==> src/rtl/icache_line_refill.sv <==
`default_nettype none
// ============================================================================
// Module   : icache_line_refill
// Function : I-cache miss refill. Issues one burst read, assembles the beats
//            into a line, then writes the data and tag memories in one cycle.
// Revision : 1.0
// ============================================================================
module icache_line_refill #(
    parameter int ADDRESS_WIDTH = 32,
    parameter int LINE_WIDTH    = 512,
    parameter int BEAT_WIDTH    = 32,
    parameter int SET_COUNT     = 512,
    localparam int OFFSET_BITS  = $clog2(LINE_WIDTH / 8),
    localparam int INDEX_BITS   = $clog2(SET_COUNT),
    localparam int TAG_BITS     = ADDRESS_WIDTH - INDEX_BITS - OFFSET_BITS
) (
    input  logic                     CLK,
    input  logic                     RST_N,
    input  logic                     MISS_VALID,
    input  logic [ADDRESS_WIDTH-1:0] MISS_ADDRESS,
    output logic                     MISS_READY,
    output logic                     MEM_REQ_VALID,
    output logic [ADDRESS_WIDTH-1:0] MEM_REQ_ADDRESS,
    input  logic                     MEM_REQ_READY,
    input  logic                     MEM_RESP_VALID,
    input  logic [BEAT_WIDTH-1:0]    MEM_RESP_DATA,
    output logic [INDEX_BITS-1:0]    DATA_WRITE_ADDRESS,
    output logic [LINE_WIDTH-1:0]    DATA_WRITE_DATA,
    output logic                     DATA_WRITE_ENABLE,
    output logic [TAG_BITS:0]        TAG_WRITE_DATA,
    output logic                     TAG_WRITE_ENABLE,
    output logic                     REFILL_DONE,
    output logic                     BUSY
);

    localparam int c_BEATS      = LINE_WIDTH / BEAT_WIDTH;
    localparam int c_BEAT_CNT_W = (c_BEATS > 1) ? $clog2(c_BEATS) : 1;
    localparam int c_LINE_ADR_W = ADDRESS_WIDTH - OFFSET_BITS;
    localparam logic [c_BEAT_CNT_W-1:0] c_LAST_BEAT = c_BEAT_CNT_W'(c_BEATS - 1);

    typedef enum logic [1:0] {
        S_IDLE    = 2'd0,
        S_REQUEST = 2'd1,
        S_RECEIVE = 2'd2,
        S_WRITE   = 2'd3
    } state_t;

    state_t                    r_state;
    logic [c_BEAT_CNT_W-1:0]   r_beat;
    logic [LINE_WIDTH-1:0]     r_line;
    logic [c_LINE_ADR_W-1:0]   r_line_addr;
    logic                      r_miss_ready;
    logic                      r_req_valid;
    logic                      r_write;
    logic                      r_busy;

    // Byte offset within the line is irrelevant: the whole line is refilled.
    logic w_unused_offset;
    assign w_unused_offset = ^MISS_ADDRESS[OFFSET_BITS-1:0];

    always_ff @(posedge CLK or negedge RST_N) begin
        if (!RST_N) begin
            r_state      <= S_IDLE;
            r_beat       <= '0;
            r_line       <= '0;
            r_line_addr  <= '0;
            r_miss_ready <= 1'b1;
            r_req_valid  <= 1'b0;
            r_write      <= 1'b0;
            r_busy       <= 1'b0;
        end else begin
            r_write <= 1'b0;
            case (r_state)
                S_IDLE: begin
                    if (MISS_VALID) begin
                        r_line_addr  <= MISS_ADDRESS[ADDRESS_WIDTH-1:OFFSET_BITS];
                        r_beat       <= '0;
                        r_state      <= S_REQUEST;
                        r_miss_ready <= 1'b0;
                        r_req_valid  <= 1'b1;
                        r_busy       <= 1'b1;
                    end
                end
                S_REQUEST: begin
                    if (MEM_REQ_READY) begin
                        r_state     <= S_RECEIVE;
                        r_req_valid <= 1'b0;
                    end
                end
                S_RECEIVE: begin
                    if (MEM_RESP_VALID) begin
                        r_line[r_beat*BEAT_WIDTH +: BEAT_WIDTH] <= MEM_RESP_DATA;
                        if (r_beat == c_LAST_BEAT) begin
                            r_beat  <= '0;
                            r_state <= S_WRITE;
                            r_write <= 1'b1;
                        end else begin
                            r_beat <= r_beat + 1'b1;
                        end
                    end
                end
                S_WRITE: begin
                    r_state      <= S_IDLE;
                    r_miss_ready <= 1'b1;
                    r_busy       <= 1'b0;
                end
                default: begin
                    r_state      <= S_IDLE;
                    r_miss_ready <= 1'b1;
                    r_req_valid  <= 1'b0;
                    r_busy       <= 1'b0;
                end
            endcase
        end
    end

    // Write-port payload comes straight from registers; only the enables qualify it.
    assign MISS_READY         = r_miss_ready;
    assign MEM_REQ_VALID      = r_req_valid;
    assign MEM_REQ_ADDRESS    = {r_line_addr, {OFFSET_BITS{1'b0}}};
    assign DATA_WRITE_ADDRESS = r_line_addr[INDEX_BITS-1:0];
    assign DATA_WRITE_DATA    = r_line;
    assign DATA_WRITE_ENABLE  = r_write;
    assign TAG_WRITE_DATA     = {1'b1, r_line_addr[c_LINE_ADR_W-1 -: TAG_BITS]};
    assign TAG_WRITE_ENABLE   = r_write;
    assign REFILL_DONE        = r_write;
    assign BUSY               = r_busy;

endmodule
`default_nettype wire
==> config.mk <==
export PLATFORM = sky130hd
export DESIGN_NAME = icache_line_refill
export DESIGN_NICKNAME = d
export VERILOG_FILES = /design/src/rtl/icache_line_refill.sv
export SDC_FILE = /design/constraint.sdc
export NUM_CORES = 1
export LEC_CHECK = 0
export BUFFER_PORTS_ARGS = -buffer_cell sky130_fd_sc_hd__buf_2
export CAP_MARGIN = 5
export CORE_AREA = 2 2 253 255
export CTS_CLUSTER_SIZE = 12
export DETAILED_ROUTE_END_ITERATION = 16
export DIE_AREA = 0 0 255 257
export SLEW_MARGIN = 20
export SYNTH_ARGS = -nofsm -noshare
export SYNTH_HDL_FRONTEND = slang
export SYNTH_SLANG_ARGS = --single-unit
==> constraint.sdc <==
create_clock -name CLK -period 3.3 [get_ports CLK]
set_input_delay 0.33 -clock CLK [delete_from_list [all_inputs] [get_ports CLK]]
set_output_delay 0.33 -clock CLK [all_outputs]
set_load 0.03 [all_outputs]
==> flow_summary.toml, run 1 <==
[logic_synthesis]
postSynthAreaPerCell_um2 = 11.06
synth_seq_cells = 548
synthCells = 2089
synth_cell_type_count = 50
yosys_warnings = 0
async_flop_share = 1.000
synth_flop_cell = "dfrtp_1"
synth.cell_area_mm2 = 0.02311
synth_edf_count = 0
synth.yosys.seq_area_share = 0.5935

[detailed_routing]
remaining_drc_errors = 0
vias = 19209
drtIter0Drc = 1796
postRouteAntennaNets = 0
drtPass1Iterations = 6
viasPerCell = 5.431
routedWlPerCell_um = 24.70
wl_um = 87370

[setup_path]
crit_type = "reg2reg"
required_ns = 3.79
critPathBufInv = 3
crit_path_max_fanout = 23
cp_cell_sequence = "inv_1 > ha_1 > xnor2_2 > buf_4 > or3_1 > or2_1 > buf_4 > mux2_2"
path_depth = 8
critPathMaxStageDelay_ns = 0.53
cpMostUsedCell = "buf_4"
start_kind = "flip-flop"
r2r_cells = 8
crit_path_top_delay_cell = "or3_1"
setup.worst_path.end_class = "flip-flop"
critPathArrivalTime_ns = 3.61
crit_family = "simple AND/OR/NAND/NOR gates"

[sta]
setup_violations = 0
hold_viol = 0
drv_slew = 0
finClkSkew_ns = 0.02030
fmax_mhz = 320.3
slew_headroom = 0.3443
setup_tns_ns = 0
finalCriticalPeriod_ns = 3.123
postLayoutSetupSlackWorst_ns = 0.1774
finalCritPeriodShare = 0.9462
worst_slew_pin_slew_ns = 0.9836
rsz0062_at_grt = "no"

[pwr]
pwr-share-clk = 0.321
peakVddDrop_mv = 0.6099
power_density_mw_per_mm2 = 678.6
power.net_switching_mw = 7.647
leakage_nw = 14.70
combPwrFrac = 0.305
intPower_mw = 12.13
seq_power_share = 0.373
sw_frac_of_total = 0.3866

[global_route]
gr-usage-all-layers = 0.2607
first_global_vias = 19600
grt_pass1_wl_um = 128700
antenna_found_initial = 3
grt_start_max_net_pins = 101
gr-total-overflow = 0

[clock_tree]
cts_max_level = 2
cts_buffers = 58
clkLatencyLatePin_ns = 0.61
cts_tree = "built"
path_clk_slew_ns = 0.06
clock_path_buffers = 3
post_cts_buffers = 0
cts_sinks = 548
cts_root_buf = "clkbuf_16"

[floorplanning]
core_area_mm2 = 0.06274
rows = 92
die_width_um = 255
io_pins = 646
fp.dieArea_mm2 = 0.06554
die_y_um = 257
start_util = 0.3683

[place]
io_buffers = 632
gp_congestion = 0.8775
placed_area_mm2 = 0.02704
dpl.hpwl_um = 59850
place_ws_ns = 0.2601

[final_layout]
final_core_util = 0.4646
area_growth_pct = 26.15
regArea_mm2 = 0.01371
final_cell_mix = "631 x buf_2, 547 x dfrtp_1, 416 x o21ai_0, 233 x nand2_1, 200 x o31ai_1"
multi_input_area_mm2 = 0.008205
drive_gt1_frac = 0.3700
fin_area_mm2 = 0.02915
final_nets = 2723
final_common_cell = "buf_2"
fillers = 5877

[outcome]
status = "finished, final reports clean"

[job]
max_cap_viol_count = 0

[worst_hold_path]
holdPathStages = 3
hold_class = "in2reg"
==> final cells by class <==
cell class	instances	area share
Sequential cell	548	0.4705
Multi-Input combinational cell	1257	0.2815
Timing Repair Buffer	733	0.1428
Clock buffer	89	0.05795
Tap cell	846	0.03631
Inverter	49	0.006310
Clock inverter	13	0.004507
Antenna cell	2	0.0001717
==> per-layer routing <==
metal | GRT usage | vias to the layer above | wire length (um)
li1 | - | 8381 | -
met1 | 0.3403 | 9716 | 35440
met2 | 0.4216 | 938 | 41260
met3 | 0.06302 | 174 | 7566
met4 | 0.09357 | 0 | 3101
met5 | 0 | - | 0
==> timing repair <==
action,CTS,global route
resized for setup,0,1
hold buffers,27,0
endpoints found under the setup margin,0,1
endpoints found under the hold margin,114,0
==> sequential cells by signal, summed over array words and instances (netlist names) <==
signal	cells
DATA_WRITE_DATA	512
r_line_addr	26
r_beat	4
r_state	2
BUSY	1
DATA_WRITE_ENABLE	1
MEM_REQ_VALID	1
MISS_READY	1
==> stage by stage <==
| step | hold slack, ns | cells | total power, mW |
|---|---|---|---|
| global route | 0.01699 | 3535 | 20.55 |
| floorplan | 0.03441 | 2094 | 11.21 |
| finish | 0.02995 | 3537 | 19.78 |
| detailed placement | 0.4761 | 3406 | 13.41 |
| global placement | 0.4726 | 3406 | 13.29 |
| CTS | 0.0003047 | 3535 | 19.81 |
==> cells in the mapped netlist, drive strengths merged (5+ instances only) <==
cell type / n / share of area
o21ai: 444 / 0.096
o31ai: 201 / 0.066
nand3: 9 / 0.0019
nor2: 11 / 0.0018
nand2b: 5 / 0.0014
or2: 9 / 0.0024
buf: 76 / 0.023
ha: 7 / 0.0038
nor3: 12 / 0.0037
inv: 48 / 0.0078
nand2: 238 / 0.039
mux2i: 41 / 0.018
clkbuf: 164 / 0.027
dfrtp: 547 / 0.59
or3: 8 / 0.0022
and2: 57 / 0.015
mux2: 179 / 0.087
==> path summary, 6_finish.rpt <==
| path | from | endpoint | slack, ns |
|---|---|---|---|
| worst max-delay path | r_beat[0] | DATA_WRITE_DATA[24] | 0.18 |
| worst min-delay path | MEM_REQ_READY | MEM_REQ_VALID | 0.03 |
| worst max register to register | r_beat[0] | DATA_WRITE_DATA[24] | 0.18 |
| worst min register to register | DATA_WRITE_DATA[136] | DATA_WRITE_DATA[136] | 0.48 |
| max in group asynchronous | RST_N | DATA_WRITE_DATA[450] | 1.97 |
| min in group asynchronous | RST_N | DATA_WRITE_DATA[506] | 0.41 |
==> kinds of logic (layout without fill, tap and decap cells) <==
family / after synthesis / count (layout) / synth area share
AO/OA/AOI/OAI: 657 / 657 / 0.1660
flip-flops: 548 / 548 / 0.5935
AND/OR/NAND/NOR: 364 / 364 / 0.07267
buffers and inverters: 289 / 884 / 0.05767
multiplexers: 220 / 220 / 0.1050
adder cells (fa/ha/maj): 7 / 7 / 0.003790
other: 2 / 9 / 0.0003250
XOR/XNOR: 2 / 2 / 0.001083
==> power by group through the flow <==
stage / Sequential, mW / Combinational (mW) / Clock [mW]
floorplan: 8.18 / 3.03 / 0
global placement: 7.46 / 5.83 / 0
detailed placement: 7.48 / 5.93 / 0
CTS: 7.37 / 5.97 / 6.46
global route: 7.43 / 6.37 / 6.75
finish: 7.38 / 6.04 / 6.36
==> tightest hold or removal path, delay by kind of cell <==
family                 cells  cell delay (ns)
AO/OA/AOI/OAI              1             0.12
buffers and inverters      1             0.10
AND/OR/NAND/NOR            1             0.05
Power figures use the tool's default switching activity.
==> run 2, diff against run 1 <==
CELL_PAD_IN_SITES_DETAIL_PLACEMENT = 1   (was default)
CELL_PAD_IN_SITES_GLOBAL_PLACEMENT = 1   (was default)
CORE_AREA = 2 2 260 262   (was 2 2 253 255)
DIE_AREA = 0 0 262 264   (was 0 0 255 257)
PLACE_DENSITY_LB_ADDON = 0.1   (was default)
==> flow_summary.toml, run 2 (synthesized netlist as in run 1, its figures left out) <==
[worst_hold_path]
hold_class = "in2reg"
holdPathStages = 3

[setup_path]
crit_path_max_fanout = 35
setup.worst_path.end_class = "flip-flop"
crit_family = "simple AND/OR/NAND/NOR gates"
critPathMaxStageDelay_ns = 0.83
cp_cell_sequence = "inv_1 > ha_1 > nand2b_1 > a211o_2 > buf_4 > or3_2 > o21ai_0"
critPathArrivalTime_ns = 3.52
critPathBufInv = 2
start_kind = "flip-flop"
required_ns = 3.80
crit_path_top_delay_cell = "or3_2"
crit_type = "reg2reg"
r2r_cells = 7
path_depth = 7

[pwr]
leakage_nw = 14.84
combPwrFrac = 0.300
sw_frac_of_total = 0.3865
power_mw = 20.51
pwr-share-clk = 0.340
power_density_mw_per_mm2 = 696.3
intPower_mw = 12.59
power.net_switching_mw = 7.928
seq_power_share = 0.359
peakVddDrop_mv = 0.3893

[detailed_routing]
remaining_drc_errors = 0
routedWlPerCell_um = 26.59
postRouteAntennaNets = 0
drtPass1Iterations = 5
drtIter0Drc = 1242
wl_um = 95230
vias = 19090
viasPerCell = 5.331

[floorplanning]
start_util = 0.3471
io_pins = 646
die_width_um = 262
fp.dieArea_mm2 = 0.06917
die_y_um = 264
core_area_mm2 = 0.06656
rows = 95

[clock_tree]
post_cts_buffers = 0
path_clk_slew_ns = 0.06
clkLatencyLatePin_ns = 0.62
cts_tree = "built"
cts_max_level = 3
clock_path_buffers = 3
cts_sinks = 548
cts_root_buf = "clkbuf_16"
cts_buffers = 66

[global_route]
antenna_found_initial = 4
first_global_vias = 20474
gr-total-overflow = 0
grt_start_max_net_pins = 87
grt_pass1_wl_um = 139100
gr-usage-all-layers = 0.2721

[final_layout]
drive_gt1_frac = 0.3724
final_core_util = 0.4426
final_nets = 2740
fin_area_mm2 = 0.02946
final_cell_mix = "631 x buf_2, 547 x dfrtp_1, 416 x o21ai_0, 234 x nand2_1, 200 x o31ai_1"
final_cells = 3581
area_growth_pct = 27.50
fillers = 7354
final_common_cell = "buf_2"
largest_reg_flops = 512

[sta]
drv_slew = 0
finalCriticalPeriod_ns = 3.023
fmax_mhz = 330.8
finClkSkew_ns = 0.03162
setup_violations = 0
hold_viol = 0
rsz0062_at_grt = "no"
worst_slew_pin_slew_ns = 0.9153
slew_headroom = 0.3898
finalCritPeriodShare = 0.9161

[place]
place_inst = 3442
gp_congestion = 0.8193
dpl.hpwl_um = 65440
io_buffers = 632
placed_area_mm2 = 0.02715

[outcome]
status = "finished, final reports clean"

[job]
max_cap_viol_count = 0
## run 2: cell count changes in the layout (fill, tap and decap cells not counted), sizes merged
cell / delta
clkbuf: +12
buf: +9
clkinv: -2
clkinvlp: -2
inv: +2
bufinv: -1
diode: -1
## run 2: timing repair
| item | in CTS | in global routing |
|---|---|---|
| hold endpoints to repair | 97 | 0 |
| resized for setup | 1 | 0 |
| setup endpoints to repair | 2 | 0 |
| hold buffers | 27 | 0 |
## run 2: tightest hold or removal path, delay by kind of cell
kind            cells  cell delay, ns
simple gates        1            0.08
buf+inv             1            0.16
compound gates      1            0.05
## run 2: worst paths after layout
| check | startpoint | endpoint | slack, ns |
|---|---|---|---|
| worst max register to register | r_beat[0] | DATA_WRITE_DATA[274] | 0.28 |
| worst min-delay path | MEM_RESP_DATA[24] | DATA_WRITE_DATA[280] | 0.06 |
| max in group asynchronous | RST_N | DATA_WRITE_DATA[54] | 1.90 |
| min in group asynchronous | RST_N | DATA_WRITE_DATA[377] | 0.40 |
| worst min register to register | DATA_WRITE_DATA[394] | DATA_WRITE_DATA[394] | 0.50 |
| worst max-delay path | r_beat[0] | DATA_WRITE_DATA[274] | 0.28 |
## run 2: metrics by stage
stage          worst slack, ns  hold slack, ns   TNS (ns)
6_report                0.2769         0.05794          0
2_1_floorplan           0.3378         0.03441          0
3_5_place_dp         -0.004670          0.4612  -0.004670
4_1_cts                 0.2420         0.02351          0
5_1_grt                0.08663         0.06786          0
3_3_place_gp            0.1088          0.4519          0
## run 2: power groups by stage
stage	clock [mW]	combinational [mW]	sequential, mW
2_1_floorplan	0	3.03	8.18
3_3_place_gp	0	6.04	7.45
3_5_place_dp	0	6.16	7.48
4_1_cts	7.13	6.21	7.37
5_1_grt	7.40	6.59	7.42
6_report	6.98	6.16	7.37
## run 2: area by class of cell
cell class / count / area [um2] / share of cell area
sequential: 548 / 13710 / 0.4655
clock buffer: 101 / 1916 / 0.06502
tap: 873 / 1092 / 0.03708
timing repair buffer: 742 / 4229 / 0.1435
multi-input combinational: 1257 / 8203 / 0.2784
clock inverter: 10 / 120.1 / 0.004077
inverter: 49 / 183.9 / 0.006243
antenna: 1 / 2.502 / 0.00008494
## run 2: routing by layer
layer  GRT usage  share of wire
met5           0              0
met4     0.09711          0.031
met3     0.06035          0.070
met2      0.4403           0.48
met1      0.3580           0.42
==> run 3, diff against run 2 <==
HOLD_SLACK_MARGIN = 0.12   (was default)
SKIP_CTS_REPAIR_TIMING = 1   (was default)
==> flow_summary.toml, run 3 (synthesized netlist as in run 1, its figures left out) <==
[place]
io_buffers = 632
place_inst = 3442
dpl.hpwl_um = 65440
gp_congestion = 0.8193
place_ws_ns = -0.004670

[detailed_routing]
vias = 19205
drtPass1Iterations = 5
remaining_drc_errors = 0
viasPerCell = 5.351
postRouteAntennaNets = 0
routedWlPerCell_um = 26.61
wl_um = 95520
drtIter0Drc = 1277

[final_layout]
final_core_util = 0.4437
largest_reg_flops = 512
area_growth_pct = 27.81
final_cells = 3589
multi_input_area_mm2 = 0.008203
final_common_cell = "buf_2"
final_cell_mix = "631 x buf_2, 547 x dfrtp_1, 416 x o21ai_0, 234 x nand2_1, 200 x o31ai_1"
drive_gt1_frac = 0.3714
final_nets = 2747
regArea_mm2 = 0.01371
fillers = 7361

[worst_hold_path]
hold_class = "in2reg"

[sta]
rsz0062_at_grt = "no"
slew_headroom = 0.3924
drv_slew = 0
worst_slew_pin_slew_ns = 0.9114
finClkSkew_ns = 0.03156
finalCriticalPeriod_ns = 3.031
setup_tns_ns = 0
fmax_mhz = 329.9
postLayoutSetupSlackWorst_ns = 0.2692
finalCritPeriodShare = 0.9184
hold_viol = 0
setup_violations = 0

[pwr]
power.net_switching_mw = 7.930
power_mw = 20.52
pwr-share-clk = 0.340
power_density_mw_per_mm2 = 694.8
leakage_nw = 14.87
sw_frac_of_total = 0.3864
intPower_mw = 12.59
peakVddDrop_mv = 0.3886
combPwrFrac = 0.300
seq_power_share = 0.359

[clock_tree]
cts_tree = "built"
cts_sinks = 548
cts_buffers = 66
cts_max_level = 3
clock_path_buffers = 3
cts_root_buf = "clkbuf_16"
path_clk_slew_ns = 0.06
clkLatencyLatePin_ns = 0.62

[global_route]
gr-usage-all-layers = 0.2708
first_global_vias = 20326
antenna_found_initial = 4
grt_start_max_net_pins = 87
gr-total-overflow = 0
grt_pass1_wl_um = 138400

[floorplanning]
die_width_um = 262
start_util = 0.3471
rows = 95
fp.dieArea_mm2 = 0.06917
die_y_um = 264
io_pins = 646
core_area_mm2 = 0.06656

[outcome]
status = "finished, final reports clean"

[setup_path]
crit_type = "reg2reg"
required_ns = 3.80
critPathMaxStageDelay_ns = 0.84
crit_path_max_fanout = 35
setup.worst_path.end_class = "flip-flop"
critPathArrivalTime_ns = 3.53
crit_path_top_delay_cell = "or3_2"
cp_cell_sequence = "inv_1 > ha_1 > nand2b_1 > a211o_2 > buf_4 > or3_2 > o21ai_0"
start_kind = "flip-flop"

[job]
max_cap_viol_count = 0
## run 3: cell types whose count changed in the layout (fill, tap and decap cells not counted), sizes merged
| cell | delta |
|---|---|
| dlygate4sd3 | +7 |
| diode | +1 |
## run 3: power by group through the flow
stage	Clock [mW]	Sequential [mW]	Combinational [mW]
global route	7.40	7.42	6.60
floorplan	0	8.18	3.03
detailed placement	0	7.48	6.16
finish	6.98	7.37	6.17
global placement	0	7.45	6.04
CTS	7.13	7.37	6.18
## run 3: final cells by class
| type | instances | area share |
|---|---|---|
| Clock buffer | 101 | 0.06486 |
| Tap cell | 873 | 0.03699 |
| Timing Repair Buffer | 749 | 0.1456 |
| Antenna cell | 2 | 0.0001695 |
| Multi-Input combinational cell | 1257 | 0.2777 |
| Inverter | 49 | 0.006228 |
| Sequential cell | 548 | 0.4644 |
| Clock inverter | 10 | 0.004067 |
## run 3: path summary, 6_finish.rpt
| check | start | to | slack [ns] | cells past startpoint |
|---|---|---|---|---|
| setup / recovery | r_beat[0] | DATA_WRITE_DATA[274] | 0.27 | 7 |
| hold / removal | MISS_VALID | MISS_READY | 0.09 | 3 |
| setup reg to reg | r_beat[0] | DATA_WRITE_DATA[274] | 0.27 | 7 |
| hold reg to reg | DATA_WRITE_DATA[394] | DATA_WRITE_DATA[394] | 0.50 | 1 |
| max in group asynchronous | RST_N | DATA_WRITE_DATA[54] | 1.89 | 3 |
| min in group asynchronous | RST_N | DATA_WRITE_DATA[349] | 0.40 | 2 |
## run 3: per-layer routing
| layer | vias up | part of all wire | GRT usage |
|---|---|---|---|
| met2 | 663 | 0.48 | 0.4367 |
| met1 | 9999 | 0.42 | 0.3582 |
| met5 | - | 0 | 0 |
| li1 | 8403 | - | - |
| met3 | 140 | 0.067 | 0.05911 |
| met4 | 0 | 0.030 | 0.09696 |
## run 3: metrics by stage
step                      hold WS [ns]  area, um2
after floorplan                0.03441      23130
after global placement          0.4519      27150
after detailed placement        0.4612      27150
after CTS                      -0.1849      29190
after global routing            0.1218      29530
final                          0.09169      29530
## run 3: worst max-delay path: cells and delay by family (launching register included)
kind	cells	cell delay, ns
adders and majority gates	1	0.32
buffers and inverters	2	0.39
AOI/OAI and AO/OA	2	0.78
and+or+nand+nor	2	1.07
DFF	1	0.37
